File: src/rtl/aes_wb_pkg.sv
// Constants shared by the AES Wishbone master and slave: base address,
// control-word fields, transfer counts and the master state encoding.
package aes_wb_pkg;

  localparam logic [31:0] SLAVE_BASE_ADR   = 32'h3000_0000;

  localparam logic [3:0]  ENABLE_NIB       = 4'hE;
  localparam logic [7:0]  ENC_CODE         = 8'hEC;
  localparam logic [7:0]  DEC_CODE         = 8'hDE;
  localparam logic [3:0]  ORDER_KEY_FIRST  = 4'h0;
  localparam logic [3:0]  ORDER_TEXT_FIRST = 4'h1;

  localparam int          NUM_WR           = 9;
  localparam int          NUM_RD           = 4;

  typedef enum logic [2:0] {
    S_IDLE,
    S_WR_REQ,
    S_WR_GAP,
    S_RD_REQ,
    S_RD_GAP,
    S_DONE,
    S_ERR
  } mst_state_t;

  // Final write of the sequence: starts the core in the requested direction.
  function automatic logic [31:0] ctrl_word(input logic order, input logic mode);
    return {(order ? ORDER_TEXT_FIRST : ORDER_KEY_FIRST), ENABLE_NIB,
            (mode ? ENC_CODE : DEC_CODE), 16'h0000};
  endfunction

endpackage

File: src/rtl/aes_wb_if.sv
// Wishbone classic initiator bundle between aes_wb_master and the AES slave.
interface aes_wb_if;
  logic        wbm_cyc_o;
  logic        wbm_stb_o;
  logic        wbm_we_o;
  logic [3:0]  wbm_sel_o;
  logic [31:0] wbm_adr_o;
  logic [31:0] wbm_dat_o;
  logic [31:0] wbm_dat_i;
  logic        wbm_ack_i;

  modport master (
    output wbm_cyc_o, wbm_stb_o, wbm_we_o, wbm_sel_o, wbm_adr_o, wbm_dat_o,
    input  wbm_dat_i, wbm_ack_i
  );

  modport slave (
    input  wbm_cyc_o, wbm_stb_o, wbm_we_o, wbm_sel_o, wbm_adr_o, wbm_dat_o,
    output wbm_dat_i, wbm_ack_i
  );
endinterface

File: src/rtl/aes_wb_master.sv
// Drives 9 writes (key, text, control) then 4 reads to the AES slave per start.
// Latency 27 cycles start-to-done with zero-wait acks; waits on ack per transfer up to TIMEOUT_CYCLES.
module aes_wb_master
  import aes_wb_pkg::*;
#(
  parameter logic [31:0] BASE_ADR       = SLAVE_BASE_ADR,
  parameter int          TIMEOUT_CYCLES = 4096,
  parameter int          GAP_CYCLES     = 1
) (
  input  logic         wb_clk_i,
  input  logic         wb_rst_ni,
  input  logic         start_i,
  input  logic         mode_i,
  input  logic         order_i,
  input  logic [127:0] key_i,
  input  logic [127:0] text_i,
  output logic         busy_o,
  output logic         done_o,
  output logic         err_o,
  output logic [127:0] result_o,
  aes_wb_if.master     wbm
);

  localparam int TW = $clog2(TIMEOUT_CYCLES + 1);
  localparam int GW = $clog2(GAP_CYCLES + 1);

  mst_state_t     state_q, state_d;
  logic [127:0]   key_q, text_q, rd_buf_q;
  logic           mode_q, order_q;
  logic [3:0]     word_idx_q;
  logic [2:0]     rd_idx_q;
  logic [TW-1:0]  to_cnt_q;
  logic [GW-1:0]  gap_cnt_q;

  logic [127:0]   wr_quad;
  logic [31:0]    wr_word;
  logic           ack, to_hit, gap_end;

  assign ack     = wbm.wbm_ack_i;
  assign to_hit  = (to_cnt_q == TW'(TIMEOUT_CYCLES - 1));
  assign gap_end = (gap_cnt_q == GW'(GAP_CYCLES - 1));
  assign busy_o  = (state_q != S_IDLE);

  // Words 0-3 come from the first quad, 4-7 from the other, word 8 is control.
  always_comb begin
    wr_quad = (word_idx_q[2] ^ order_q) ? text_q : key_q;
    case (word_idx_q[1:0])
      2'd0:    wr_word = wr_quad[127:96];
      2'd1:    wr_word = wr_quad[95:64];
      2'd2:    wr_word = wr_quad[63:32];
      default: wr_word = wr_quad[31:0];
    endcase
    if (word_idx_q[3]) wr_word = ctrl_word(order_q, mode_q);
  end

  always_ff @(posedge wb_clk_i or negedge wb_rst_ni) begin
    if (!wb_rst_ni) state_q <= S_IDLE;
    else            state_q <= state_d;
  end

  always_comb begin
    state_d        = state_q;
    done_o         = 1'b0;
    wbm.wbm_cyc_o  = 1'b0;
    wbm.wbm_stb_o  = 1'b0;
    wbm.wbm_we_o   = 1'b0;
    wbm.wbm_sel_o  = 4'h0;
    wbm.wbm_adr_o  = 32'h0;
    wbm.wbm_dat_o  = 32'h0;
    case (state_q)
      S_IDLE: if (start_i) state_d = S_WR_REQ;
      S_WR_REQ: begin
        wbm.wbm_cyc_o = 1'b1;
        wbm.wbm_stb_o = 1'b1;
        wbm.wbm_we_o  = 1'b1;
        wbm.wbm_sel_o = 4'hF;
        wbm.wbm_adr_o = BASE_ADR;
        wbm.wbm_dat_o = wr_word;
        if (ack)         state_d = S_WR_GAP;
        else if (to_hit) state_d = S_ERR;
      end
      S_WR_GAP: begin
        wbm.wbm_cyc_o = 1'b1;
        if (gap_end) state_d = (word_idx_q < 4'(NUM_WR)) ? S_WR_REQ : S_RD_REQ;
      end
      S_RD_REQ: begin
        wbm.wbm_cyc_o = 1'b1;
        wbm.wbm_stb_o = 1'b1;
        wbm.wbm_sel_o = 4'hF;
        wbm.wbm_adr_o = BASE_ADR;
        if (ack)         state_d = S_RD_GAP;
        else if (to_hit) state_d = S_ERR;
      end
      S_RD_GAP: begin
        wbm.wbm_cyc_o = 1'b1;
        if (gap_end) state_d = (rd_idx_q < 3'(NUM_RD)) ? S_RD_REQ : S_DONE;
      end
      S_DONE: begin
        done_o  = 1'b1;
        state_d = S_IDLE;
      end
      S_ERR: begin
        done_o  = 1'b1;
        state_d = S_IDLE;
      end
      default: state_d = S_IDLE;
    endcase
  end

  always_ff @(posedge wb_clk_i or negedge wb_rst_ni) begin
    if (!wb_rst_ni) begin
      key_q      <= '0;
      text_q     <= '0;
      mode_q     <= 1'b0;
      order_q    <= 1'b0;
      word_idx_q <= '0;
      rd_idx_q   <= '0;
      to_cnt_q   <= '0;
      gap_cnt_q  <= '0;
      rd_buf_q   <= '0;
      result_o   <= '0;
      err_o      <= 1'b0;
    end else begin
      if (state_q == S_IDLE && start_i) begin
        key_q      <= key_i;
        text_q     <= text_i;
        mode_q     <= mode_i;
        order_q    <= order_i;
        err_o      <= 1'b0;
        word_idx_q <= '0;
        rd_idx_q   <= '0;
      end

      // Timeout counts strobe-high cycles of the current request only.
      if (wbm.wbm_stb_o && !ack) to_cnt_q <= to_cnt_q + TW'(1);
      else                       to_cnt_q <= '0;

      if (state_q == S_WR_GAP || state_q == S_RD_GAP) gap_cnt_q <= gap_cnt_q + GW'(1);
      else                                             gap_cnt_q <= '0;

      if (state_q == S_WR_REQ && ack) word_idx_q <= word_idx_q + 4'd1;

      if (state_q == S_RD_REQ && ack) begin
        rd_idx_q <= rd_idx_q + 3'd1;
        case (rd_idx_q[1:0])
          2'd0:    rd_buf_q[127:96] <= wbm.wbm_dat_i;
          2'd1:    rd_buf_q[95:64]  <= wbm.wbm_dat_i;
          2'd2:    rd_buf_q[63:32]  <= wbm.wbm_dat_i;
          default: rd_buf_q[31:0]   <= wbm.wbm_dat_i;
        endcase
      end

      if (state_q == S_RD_GAP && state_d == S_DONE) result_o <= rd_buf_q;
      if (state_q != S_ERR && state_d == S_ERR)     err_o    <= 1'b1;
    end
  end

endmodule

File: src/flat_wrapper.sv
// flat-port wrapper written by rule: the top's interface ports become plain ports
module aes_wb_master_flat import aes_wb_pkg::*;
#(
  parameter logic [31:0] BASE_ADR       = SLAVE_BASE_ADR,
  parameter int          TIMEOUT_CYCLES = 4096,
  parameter int          GAP_CYCLES     = 1
)
  (wb_clk_i, wb_rst_ni, start_i, mode_i, order_i, key_i, text_i, busy_o, done_o, err_o, result_o, wbm_wbm_cyc_o, wbm_wbm_stb_o, wbm_wbm_we_o, wbm_wbm_sel_o, wbm_wbm_adr_o, wbm_wbm_dat_o, wbm_wbm_dat_i, wbm_wbm_ack_i);
  aes_wb_if wbm_i ();
  input  logic wb_clk_i;
  input  logic wb_rst_ni;
  input  logic start_i;
  input  logic mode_i;
  input  logic order_i;
  input  logic [127:0] key_i;
  input  logic [127:0] text_i;
  output logic busy_o;
  output logic done_o;
  output logic err_o;
  output logic [127:0] result_o;
  output wire logic [$bits(wbm_i.wbm_cyc_o)-1:0] wbm_wbm_cyc_o;
  output wire logic [$bits(wbm_i.wbm_stb_o)-1:0] wbm_wbm_stb_o;
  output wire logic [$bits(wbm_i.wbm_we_o)-1:0] wbm_wbm_we_o;
  output wire logic [$bits(wbm_i.wbm_sel_o)-1:0] wbm_wbm_sel_o;
  output wire logic [$bits(wbm_i.wbm_adr_o)-1:0] wbm_wbm_adr_o;
  output wire logic [$bits(wbm_i.wbm_dat_o)-1:0] wbm_wbm_dat_o;
  input wire logic [$bits(wbm_i.wbm_dat_i)-1:0] wbm_wbm_dat_i;
  input wire logic [$bits(wbm_i.wbm_ack_i)-1:0] wbm_wbm_ack_i;
  assign wbm_wbm_cyc_o = wbm_i.wbm_cyc_o;
  assign wbm_wbm_stb_o = wbm_i.wbm_stb_o;
  assign wbm_wbm_we_o = wbm_i.wbm_we_o;
  assign wbm_wbm_sel_o = wbm_i.wbm_sel_o;
  assign wbm_wbm_adr_o = wbm_i.wbm_adr_o;
  assign wbm_wbm_dat_o = wbm_i.wbm_dat_o;
  assign wbm_i.wbm_dat_i = wbm_wbm_dat_i;
  assign wbm_i.wbm_ack_i = wbm_wbm_ack_i;
  aes_wb_master #(.BASE_ADR(BASE_ADR), .TIMEOUT_CYCLES(TIMEOUT_CYCLES), .GAP_CYCLES(GAP_CYCLES)) u_core (.wb_clk_i(wb_clk_i), .wb_rst_ni(wb_rst_ni), .start_i(start_i), .mode_i(mode_i), .order_i(order_i), .key_i(key_i), .text_i(text_i), .busy_o(busy_o), .done_o(done_o), .err_o(err_o), .result_o(result_o), .wbm(wbm_i));
endmodule
File: config.mk
export PLATFORM = sky130hd
export DESIGN_NAME = aes_wb_master_flat
export DESIGN_NICKNAME = d
export VERILOG_FILES = /design/src/rtl/aes_wb_pkg.sv /design/src/rtl/aes_wb_if.sv /design/src/rtl/aes_wb_master.sv /design/src/flat_wrapper.sv
export SDC_FILE = /design/constraint.sdc
export NUM_CORES = 1
export LEC_CHECK = 0
export ABC_AREA = 1
export CAP_MARGIN = 25
export CORE_ASPECT_RATIO = 1.5
export CORE_UTILIZATION = 51
export DETAILED_ROUTE_END_ITERATION = 16
export GPL_TIMING_DRIVEN = 0
export PLACE_DENSITY = 0.78
export SLEW_MARGIN = 15
export SYNTH_ARGS = -nofsm -noshare
export SYNTH_HDL_FRONTEND = slang
export SYNTH_SLANG_ARGS = --single-unit
File: constraint.sdc
create_clock -name wb_clk_i -period 2.68 [get_ports wb_clk_i]
set_clock_uncertainty 0.2 [all_clocks]
set_input_delay 0.536 -clock wb_clk_i [delete_from_list [all_inputs] [get_ports wb_clk_i]]
set_output_delay 0.536 -clock wb_clk_i [all_outputs]
set_load 0.005 [all_outputs]
==> summary.txt, run 1 <==
Yosys
  • Post-synthesis cell count: 2321
  • Post-synth top cells: 738 x nand2_1, 539 x dfrtp_1, 202 x nand3_1
  • Synthesized area per cell: 9.977 sq um
  • Yosys cell types: 30
  • Ranking of synthesized cells by area: dfrtp_1 58%, nand2_1 12%, mux2_2 9.3%
  • Area leader, netlist: dfrtp_1
  • Post-synth EDFFs: 0
  • Main synth FF type: dfrtp_1
  • Post-synthesis async set-or-reset flop share: 100.0%
  • Seq/Total Area, Yosys: 58.25%
  • Syn Std Cell Area: 23160 sq um
  • Top-count cell post-synth: nand2_1
  • Seq cells post-synth: 539
  • Top cell type's share of synthesized area: 58.25%
  • Synthesis Warnings: 0

Route
  • Vias: 20240
  • DR vias/cell: 5.662
  • Final ANT Viol Nets: 0
  • 1st-pass router iterations: 5
  • Wire per inst: 23.08 um
  • DRT iter0 DRCs: 1769
  • DRC: 0
  • Aggregate routed wire length: 82.50 mm

Floorplanning
  • Initial cell density of the core: 51.67%
  • Chip height: 263.0 um
  • Die width: 176.0 um
  • Row count: 95
  • Die area: 46280 sq um
  • Core Region: 44810 sq um
  • Io pins: between 400 and 500

Power and ir drop
  • Total Power: 35.08 mW
  • Flop pwr share: 36.9%
  • Total internal power: 22.26 mW
  • Comb pwr share: 42.2%
  • Clock power share: 20.9%
  • PwrDens: approximately 1100 nW/um^2
  • VDD IR max: 0.6018 mV
  • Sw power: between 10 and 15 mW
  • Sw Share: a little over a third
  • Lkg Pwr: ~15 nW

Timing
  • Hold Worst Slack: 0.2645 ns
  • Final period utilization: 117.8%
  • Peak Freq: 316.7 MHz
  • Final Hold Vio Count: 0
  • Min Tclk post-route: 3.157 ns
  • Final WS setup: -0.4772 ns
  • RSZ-0062 raised after global routing: yes
  • Slew margin rel.: 48.79%
  • Slew Limit Fails: 0
  • Final setup violation count: 32
  • Slew @ Worst Pin: 0.7681 ns

Worst setup path
  • Path depth of the worst reg2reg path: 7
  • Endpoint type of the worst setup path: output pin
  • Critical path startpoint category: flip-flop
  • FF-to-FF setup slack: around 0.080 ns
  • R2R Path Start: u_core.state_q[2]$_DFF_PN0_
  • Setup crit start: u_core.word_idx_q[1]$_DFFE_PN0P_
  • WP data required: 1.94 ns
  • Crit path top cell by count: buf_6
  • Crit-path cells: buf_6 > ha_4 > buf_8 > buf_6 > buf_6 > nand2_2 > nand3_2 > o21ai_1 > a21oi_1 > buf_2
  • Slowest cell delay on critical path: 0.46 ns
  • Kind of critical path: flip-flop to output pin
  • Crit path DAT: 2.42 ns
  • Worst reg2reg endpoint: u_core.key_q[49]$_DFFE_PN0P_
  • Crit path max fanout: 8
  • Critical path's slowest cell: dfrtp_2

Global route
  • Vias in the first global route: 20780
  • Largest net degree at the start of global routing: 116
  • First-pass GRT wire length: 120.6 mm
  • Initial antenna violation count: 25
  • Total grt overflow: 0
  • Tot GR Track Use: 34.71%

Run status
  • Failing checks: negative setup slack
  • Outcome: finished, violations left

Placement
  • RePlAce Congestion: 0.9830
  • Post-DP HPWL: 57.18 mm
  • Worst slack at placement: -1.169 ns
  • Port Buffers: 465

Layout
  • Nets: between 3000 and 4000
  • Fillers: about 3100
  • Layout cell share with drive strength beyond 1: 23.33%
  • Synthesis-to-layout area growth: 38.98%

CTS
  • CTS Sinks: about 540
  • Worst-Skew Late Latency: 0.57 ns
  • CTS tree: done
  • Worst-path clk slew: 0.07 ns
  • Clk root buf: clkbuf_16
  • Total CTS buffers: 51
  • CTS H-tree depth: 2
  • Clock buffer depth: 3

Worst hold path
  • Worst Hold Launch: u_core.to_cnt_q[0]$_DFF_PN0_
  • WHS Endpoint: u_core.to_cnt_q[0]$_DFF_PN0_
  • Hold depth: 1
  • Hold WC Path Type: flip-flop to flip-flop

Run
  • Max-cap viol count: 0
logic make-up (layout without fill, tap and decap cells):
kind of cell | Yosys count | in the layout | share of synthesized area [%]
AO/OA/AOI/OAI | 241 | 241 | 5.241
AND/OR/NAND/NOR | 1022 | 1022 | 18.19
other | 1 | 51 | 0.01619
flip-flops | 539 | 539 | 58.25
buffers and inverters | 262 | 883 | 5.857
adder cells (fa/ha/maj) | 10 | 10 | 0.5403
multiplexers | 241 | 241 | 11.72
XOR/XNOR | 5 | 5 | 0.1892
through the flow:
stage               util (%)  std cells  TNS, ns  area (sq um)
finish                 71.82       3574   -10.19         32180
global route           71.82       3574   -12.09         32180
CTS                    70.09       3527   -9.169         31410
detailed placement     64.25       3402   -31.68         28790
global placement       63.93       3397        -         28650
floorplan                  -       2350        0         23260
placed cells by master (no fill, tap or decap), types with 33 or more instances in the layout:
cell,count
a21oi_1,36
buf_2,69
buf_4,88
buf_6,37
clkbuf_1,36
clkbuf_16,66
clkdlybuf4s50_1,421
dfrtp_1,534
inv_1,71
mux2_1,50
mux2_2,191
nand2_1,669
nand2_2,57
nand3_1,177
nor2_1,33
o21ai_0,110
o21ai_1,48
final cells by class:
cell class / count / area [sq um] / area share [%]
sequential: 539 / 13490 / 41.93
buffer: 174 / 1494 / 4.642
clock buffer: 76 / 1541 / 4.790
antenna: 21 / 52.55 / 0.1633
tap: 582 / 728.2 / 2.263
clock inverter: 16 / 147.6 / 0.4588
timing repair buffer: 534 / 5329 / 16.56
inverter: 83 / 321.6 / 0.9992
multi-input combinational: 1549 / 9074 / 28.19
power groups by stage:
stage | Clock [mW] | Combinational, mW | Sequential, mW
2_1_floorplan | 0 | 6.99 | 12.3
3_3_place_gp | 0 | 11.1 | 12.7
3_5_place_dp | 0 | 11.4 | 12.8
4_1_cts | 7.38 | 13.1 | 12.7
5_1_grt | 7.72 | 15.7 | 13.2
6_report | 7.34 | 14.8 | 13.0
worst max-delay path: cells and delay by family, from the launching register on:
kind                       cells  cell delay (ns)
buffers and inverters          5             0.73
and+or+nand+nor                2             0.15
adders and majority gates      1             0.23
DFF                            1             0.46
AOI/OAI and AO/OA              2             0.29
worst max-delay path by stage:
stage                                            to  depth (start not counted)
finish                            wbm_wbm_dat_o[12]                         10
global route                      wbm_wbm_dat_o[31]                          9
CTS                               wbm_wbm_dat_o[20]                         10
detailed placement                wbm_wbm_dat_o[31]                          9
global placement    u_core.result_o[72]$_DFFE_PN0P_                          1
floorplan                         wbm_wbm_dat_o[24]                          8
timing repair:
item,CTS,global route
gates resized for setup,320,177
pin swaps,22,66
gates cloned,5,7
setup buffers,30,22
hold buffers,1,0
endpoints found under the setup margin,43,39
hold endpoints to repair,48,0
per-layer routing:
layer / global-route usage, % / vias to the layer above / wire, um
met5: 0 / - / 68
met4: 25.57 / 10 / 6946
met3: 7.207 / 368 / 6593
met2: 60.03 / 1152 / 41350
met1: 37.14 / 9913 / 27540
li1: - / 8794 / -
flip-flops by register name, summed over array words and instances, names as in the netlist:
name	count
u_core.state_q	3
u_core.mode_q	1
u_core.rd_buf_q	128
u_core.rd_idx_q	3
u_core.gap_cnt_q	1
u_core.key_q	128
u_core.to_cnt_q	13
u_core.text_q	128
u_core.order_q	1
u_core.word_idx_q	4
u_core.result_o	128
u_core.err_o	1
(Power assumes the default switching activity.)
==> run 2, diff against run 1 <==
==> constraint.sdc (replaced) <==
create_clock -name wb_clk_i -period 2.68 [get_ports wb_clk_i]
set_clock_uncertainty 0.2 [all_clocks]
set_input_delay 0.536 -clock wb_clk_i [delete_from_list [all_inputs] [get_ports wb_clk_i]]
set_output_delay 0.536 -clock wb_clk_i [all_outputs]
set_load 0.1 [all_outputs]
==> run 2 against run 1 <==
Compared with the run above:
- the flow still finishes with violations (negative setup slack)
- non-clock buffer count decreased by 18
- count of clock-buffer cells in the layout increased by 2
- via count fell by 2.0%
- sequential cell count stayed put
- clock power down 2%
- global-route usage grew 1.6 points
- total power up 18%
- setup slack got worse by 0.046 ns
- utilization up 0.98 points
- critical path type unchanged
==> summary.txt, run 2 (synthesis results as in run 1) <==
Route
  • Wire per inst: 23.71 um (+2.7%)
  • DRT iter0 DRCs: 1632 (-7.7%)
  • Vias: 19840 (-2.0%)
  • Aggregate routed wire length: 84.11 mm (+2.0%)
  • DRC: 0 (unchanged)
  • Final ANT Viol Nets: 0 (unchanged)
  • 1st-pass router iterations: 7 (+2)
  • DR vias/cell: 5.593 (-1.2%)

CTS
  • Total CTS buffers: 50 (-2.0%)
  • CTS tree: done
  • Worst-path clk slew: 0.07 ns (about the same)
  • CTS H-tree depth: 2 (unchanged)
  • CTS Sinks: 539 (unchanged)
  • Clock buffer depth: 3 (unchanged)
  • Worst-Skew Late Latency: 0.59 ns (+0.02 ns)
  • Clk root buf: clkbuf_16

Run
  • Max-cap viol count: 0 (unchanged)

Worst setup path
  • Worst reg2reg endpoint: u_core.key_q[82]$_DFFE_PN0P_
  • Kind of critical path: flip-flop to output pin
  • Crit path top cell by count: buf_12
  • R2R Path Start: u_core.state_q[1]$_DFF_PN0_
  • Crit path DAT: 2.47 ns (+0.05 ns)
  • Crit-path cells: buf_12 > xnor2_4 > buf_12 > clkbuf_16 > nand2_1 > nand3_2 > nand2_2 > a21oi_4 > buf_12
  • Setup crit start: u_core.word_idx_q[2]$_DFFE_PN0P_
  • Critical path's slowest cell: dfrtp_2
  • Slowest cell delay on critical path: 0.48 ns (+0.02 ns)
  • FF-to-FF setup slack: 0.25 ns (+0.17 ns)
  • Critical path startpoint category: flip-flop
  • Crit path to: wbm_wbm_dat_o[14]
  • Crit path max fanout: 8 (unchanged)
  • Path depth of the worst reg2reg path: 5 (-2)
  • WP data required: 1.94 ns (about the same)
  • Endpoint type of the worst setup path: output pin

Power and ir drop
  • Lkg Pwr: 15.83 nW (+3.2%)
  • VDD IR max: 0.5747 mV (-4.5%)
  • PwrDens: 1274 nW/um^2 (+17%)
  • Total Power: 41.55 mW (+18%)

Layout
  • Area of the multi-input gates: 9363 sq um (+3.2%)
  • Layout cell share with drive strength beyond 1: 23.99% (+0.67 points)
  • Register area: 13490 sq um (unchanged)
  • Nets: 3218 (-0.56%)
  • Final instance area: 32620 sq um (+1.4%)
  • Synthesis-to-layout area growth: 40.88%
  • Fillers: 3130 (+1.7%)
  • Commonest non-fill, non-tap cell in the layout: nand2_1
  • Commonest cells after routing, fill and taps aside: 665 x nand2_1, 534 x dfrtp_1, 292 x clkdlybuf4s50_1, 191 x mux2_2, 172 x nand3_1

Timing
  • RSZ-0062 raised after global routing: yes
  • Final Hold Vio Count: 0 (unchanged)
  • Slew @ Worst Pin: 1.116 ns (+0.3479 ns)
  • Final period utilization: 119.5% (+1.7 points)
  • Peak Freq: 312.1 MHz (-1.5%)
  • Slew margin rel.: 25.89% (-23 points)
  • Slew Limit Fails: 0 (unchanged)
  • Min Tclk post-route: 3.204 ns (+0.04647 ns)
  • Final WS setup: -0.5237 ns (-0.04647 ns)
  • Final setup violation count: 33 (+3.1%)

Placement
  • RePlAce Congestion: 0.9619 (-2.1%)
  • Post-DP HPWL: 60.38 mm (+5.6%)
  • Placed Area: 29100 sq um (+1.1%)
  • Port Buffers: 465 (unchanged)
  • Worst slack at placement: -1.922 ns (-0.7537 ns)

Global route
  • Initial antenna violation count: 18 (-28%)
  • Vias in the first global route: 20720 (-0.32%)
  • Total grt overflow: 0 (unchanged)
  • Largest net degree at the start of global routing: 109 (-6.0%)
  • Tot GR Track Use: 36.31% (+1.6 points)
  • First-pass GRT wire length: 125.3 mm (+3.9%)

Floorplanning
  • Core Region: 44810 sq um (unchanged)
  • Initial cell density of the core: 51.67% (unchanged)
  • Die width: 176.0 um (unchanged)
  • Io pins: 496 (unchanged)
  • Chip height: 263.0 um (unchanged)
  • Row count: 95 (unchanged)
  • Die area: 46280 sq um (unchanged)

Run status
  • Failing checks: negative setup slack
  • Outcome: finished, violations left

Worst hold path
  • Worst Hold Launch: u_core.result_o[124]$_DFFE_PN0P_
  • Hold WC Path Type: flip-flop to flip-flop
## run 2: changes by cell type in the layout (fill, tap and decap cells not counted), sizes merged, moves of 3 or more
cell,previous run,this run
clkdlybuf4s50,421,292
dlygate4sd2,4,124
diode,21,14
dlymetal6s2s,7,0
clkinv,12,6
buf,215,210
clkbuf,135,138
clkdlybuf4s15,0,3
## run 2: worst max-delay path: cells and delay by family, from the launching register on
| kind | cells | cell delay (ns) |
|---|---|---|
| flops | 1 | 0.48 |
| simple gates | 3 | 0.26 |
| buf+inv | 4 | 0.73 |
| xor+xnor | 1 | 0.23 |
| compound gates | 1 | 0.17 |
## run 2: worst min-delay path by stage
stage | to | slack, ns | cells past startpoint
after detailed placement | u_core.result_o[100]$_DFFE_PN0P_ | 0.26 | 2
after floorplan | u_core.err_o$_DFFE_PN0P_ | 0.04 | 0
after global routing | u_core.result_o[69]$_DFFE_PN0P_ | 0.29 | 2
after CTS | u_core.result_o[124]$_DFFE_PN0P_ | 0.27 | 2
after global placement | u_core.to_cnt_q[0]$_DFF_PN0_ | 0.25 | 1
final | u_core.result_o[124]$_DFFE_PN0P_ | 0.27 | 2
## run 2: report_power, final
group,total [mW],internal (mW),switching (mW)
Combinational,21.4,8.27,13.1
Clock,7.20,4.03,3.17
Sequential,13.0,11.1,1.88
Total,41.6,23.4,18.2
## run 2: area by class of cell
class	count	area share, %
Buffer	175	4.718
Tap cell	582	2.232
Sequential cell	539	41.36
Clock buffer	78	4.587
Clock inverter	11	0.3874
Inverter	83	0.9857
Multi-Input combinational cell	1550	28.70
Antenna cell	14	0.1074
Timing Repair Buffer	515	16.92
## run 2: timing repair
| action | CTS | global route |
|---|---|---|
| hold buffers | 1 | 0 |
| endpoints found under the hold margin | 70 | 0 |
| pin swaps | 30 | 41 |
| setup buffers | 28 | 6 |
| endpoints found under the setup margin | 170 | 37 |
| resized for setup | 702 | 124 |
| cloned | 9 | 2 |
## run 2: stage by stage
step | setup TNS, ns | cells | utilization, % | hold WS [ns]
4_1_cts | -12.40 | 3526 | 71.59 | 0.2714
5_1_grt | -15.70 | 3545 | 72.79 | 0.2882
3_3_place_gp | - | 3397 | 64.63 | 0.2497
2_1_floorplan | -27.52 | 2350 | - | 0.04041
3_5_place_dp | -57.87 | 3402 | 64.93 | 0.2555
6_report | -14.56 | 3547 | 72.80 | 0.2668
## run 2: metal layers
layer,share of wire [%],global-route usage (%),vias up
met2,52,64.12,984
li1,-,-,8746
met4,6.7,22.19,10
met1,34,38.97,9788
met5,0.068,0,-
met3,7.9,8.362,312
==> run 3, diff against run 2 <==
--- a/config.mk
+++ b/config.mk
@@ -7,9 +7,9 @@
 export LEC_CHECK = 0
 export ABC_AREA = 1
 export CAP_MARGIN = 25
-export CORE_ASPECT_RATIO = 1.5
-export CORE_UTILIZATION = 51
+export CORE_UTILIZATION = 64
 export DETAILED_ROUTE_END_ITERATION = 16
+export DONT_BUFFER_PORTS = 1
 export GPL_TIMING_DRIVEN = 0
 export PLACE_DENSITY = 0.78
 export SLEW_MARGIN = 15
==> run 3 against run 2 <==
Compared with the run above:
- critical path type unchanged
- highest routed layer unchanged
- register-to-register slack got worse by 0.70 ns
- global-route usage rose by 8.8 points
- sequential cell count did not move
- sequential power rose by 10%
- largest power group unchanged
- die area fell by 20%
- utilization rose by 11 points
- critical path depth rose by 1
- design area fell by 9.1%
- hold slack got worse by 0.84 ns
- the flow finishes with violations (negative hold slack, negative setup slack)
- setup slack got worse by 1.4 ns
- total power fell by 5.2%
==> summary.txt, run 3 (synthesis results as in run 1) <==
Power and ir drop
  • PwrDens: 1330 nW/um^2 (+4.4%)
  • Total internal power: 21.17 mW (-9.5%)
  • Clock power share: 20.4% (+3.1 points)
  • VDD IR max: 1.888 mV (+230%)
  • Sw power: 18.24 mW (+0.45%)
  • Total Power: 39.41 mW (-5.2%)
  • Sw Share: 46.29% (+2.6 points)
  • Comb pwr share: 43.2% (-8.2 points)
  • Flop pwr share: 36.4% (+5.2 points)
  • Lkg Pwr: 14.13 nW (-11%)

Global route
  • Layer with the highest usage: met2
  • Initial antenna violation count: 25 (+7)
  • Met1 Track Usage GR: 52.95% (+14 points)
  • Tot GR Track Use: 45.08% (+8.8 points)
  • Met2 Use GR: 67.28% (+3.2 points)
  • Met3 usage: 19.08% (+11 points)
  • Total grt overflow: 0 (unchanged)
  • First-pass GRT wire length: 122.3 mm (-2.4%)
  • Vias in the first global route: 21190 (+2.3%)
  • Largest net degree at the start of global routing: 540 (+400%)

Route
  • Aggregate routed wire length: 83.28 mm (-0.99%)
  • DRT iter0 DRCs: 2502 (+53%)
  • Vias: 20680 (+4.2%)
  • Final ANT Viol Nets: 0 (unchanged)
  • DR vias/cell: 6.362 (+14%)
  • DRC: 0 (unchanged)
  • 1st-pass router iterations: 8 (+1)
  • Wire per inst: 25.62 um (+8.1%)

Layout
  • Final instance area: 29640 sq um (-9.1%)
  • Fillers: 1813 (-42%)
  • Nets: 3025 (-6.0%)
  • Commonest cells after routing, fill and taps aside: 716 x nand2_1, 538 x dfrtp_1, 287 x dlygate4sd3_1, 198 x nand3_1, 191 x mux2_2
  • Synthesis-to-layout area growth: 28.01%
  • Layout Cells excl Fill: 3250 (-8.4%)
  • Commonest non-fill, non-tap cell in the layout: nand2_1
  • Layout cell share with drive strength beyond 1: 18.73% (-5.3 points)
  • Util after Layout: 83.34% (+11 points)

Timing
  • Final period utilization: 170.1% (+51 points)
  • Min Tclk post-route: 4.559 ns (+1.355 ns)
  • RSZ-0062 raised after global routing: yes
  • Peak Freq: 219.4 MHz (-30%)
  • Final setup violation count: 174 (+430%)
  • Slew margin rel.: 27.93% (+2.0 points)
  • Sum Neg Setup Slack: -104.98 ns (-90.42 ns)
  • Slew Limit Fails: 0 (unchanged)
  • Slew @ Worst Pin: 1.080 ns (-0.03619 ns)
  • Final WS setup: -1.879 ns (-1.355 ns)
  • Hold Worst Slack: -0.5757 ns (-0.8426 ns)
  • Final Hold Vio Count: 539 (+539)

Worst setup path
  • CP top delay family: simple AND/OR/NAND/NOR gates
  • Slowest cell delay on critical path: 0.80 ns (+0.32 ns)
  • Endpoint type of the worst setup path: output pin
  • Buffers & Inverters on Critical Path: 5 (+1)
  • Crit path DAT: 3.82 ns (+1.35 ns)
  • Crit-path cells: inv_2 > nor2_4 > inv_2 > nor2_4 > inv_6 > nor2_4 > buf_12 > buf_8 > nand2_4 > a21oi_4
  • Crit path top cell by count: nor2_4
  • Critical path's slowest cell: a21oi_4
  • Crit path max fanout: 8 (unchanged)
  • Kind of critical path: flip-flop to output pin
  • Critical path startpoint category: flip-flop
  • WP data required: 1.94 ns (about the same)

Worst hold path
  • Hold WC Path Type: primary input to asynchronous set/reset pin

CTS
  • CTS tree: done
  • Total CTS buffers: 55 (+10%)
  • Worst-Skew Late Latency: 0.62 ns (+0.03 ns)
  • Clock buffer depth: 3 (unchanged)
  • Worst-path clk slew: 0.07 ns (about the same)
  • CTS H-tree depth: 2 (unchanged)
  • # hold bufs at CTS: 287 (+286)
  • Clk root buf: clkbuf_16
  • CTS Sinks: 539 (unchanged)

Placement
  • RePlAce Congestion: 0.9504 (-1.2%)
  • Placed Area: 24370 sq um (-16%)
  • Post-DP HPWL: 47.73 mm (-21%)
  • Worst slack at placement: -1.344 ns (+0.5781 ns)
  • Port Buffers: 0 (-100%)
  • Placed cells: 2820 (-17%)

Run
  • Max-cap viol count: 0 (unchanged)

Floorplanning
  • Die width: 192.2 um (+9.2%)
  • Die area: 36950 sq um (-20%)
  • Io pins: 496 (unchanged)
  • Chip height: 192.2 um (-27%)
  • Row count: 69 (-27%)
  • Initial cell density of the core: 65.10% (+13 points)
  • Core Region: 35570 sq um (-21%)

Run status
  • Failing checks: negative hold slack, negative setup slack
  • Outcome: finished, violations left
run 3: changes by cell type in the layout (fill, tap and decap cells not counted), sizes merged:
cell and change:
clkdlybuf4s50 -292, dlygate4sd3 +286, dlygate4sd2 -124, buf -68
diode +10, clkbuf +6, clkinv +5, clkdlybuf4s15 -3
bufinv +2, inv +2
run 3: final timing paths:
check / startpoint / endpoint / slack (ns) / cells past startpoint
max: u_core.state_q[0]$_DFF_PN0_ / wbm_wbm_dat_o[24] / -1.88 / 10
min: wb_rst_ni / u_core.key_q[23]$_DFFE_PN0P_ / -0.58 / 0
max reg2reg: u_core.state_q[0]$_DFF_PN0_ / u_core.result_o[87]$_DFFE_PN0P_ / -0.45 / 10
min reg2reg: u_core.to_cnt_q[0]$_DFF_PN0_ / u_core.to_cnt_q[0]$_DFF_PN0_ / 0.27 / 1
max in group asynchronous: wb_rst_ni / u_core.text_q[98]$_DFFE_PN0P_ / 2.01 / 0
min in group wb_clk_i: wbm_wbm_dat_i[30] / u_core.rd_buf_q[30]$_DFFE_PN0P_ / 0.03 / 2
run 3: area by class of cell:
class	instances	area (sq um)	area share [%]
Inverter	83	316.6	1.068
Sequential cell	539	13490	45.51
Clock inverter	20	225.2	0.7598
Multi-Input combinational cell	1550	8965	30.24
Tap cell	461	576.8	1.946
Buffer	177	1072	3.617
Timing Repair Buffer	315	3293	11.11
Clock buffer	81	1644	5.546
Antenna cell	24	60.06	0.2026
run 3: power by group through the flow:
stage | combinational (mW) | clock [mW] | sequential [mW]
after floorplan | 11.2 | 0 | 13.4
after global placement | 13.2 | 0 | 13.8
after detailed placement | 14.1 | 0 | 14.0
after CTS | 15.1 | 7.89 | 13.9
after global routing | 17.7 | 8.33 | 14.4
final | 17.0 | 8.05 | 14.3
run 3: layer usage:
metal  wire length [um]  vias up  share of wire (%)
met1              28190    10050                 34
li1                   -     8376                  -
met4               6356        6                7.6
met3              11040      530                 13
met5                 34        -              0.041
met2              37650     1715                 45
run 3: what timing repair did:
item / 4_1_cts / 5_1_grt
hold endpoints to repair: 887 / 539
buffers inserted: 11 / 11
gates cloned: 3 / 0
pin swaps: 10 / 6
gates resized for setup: 55 / 35
setup endpoints to repair: 174 / 173
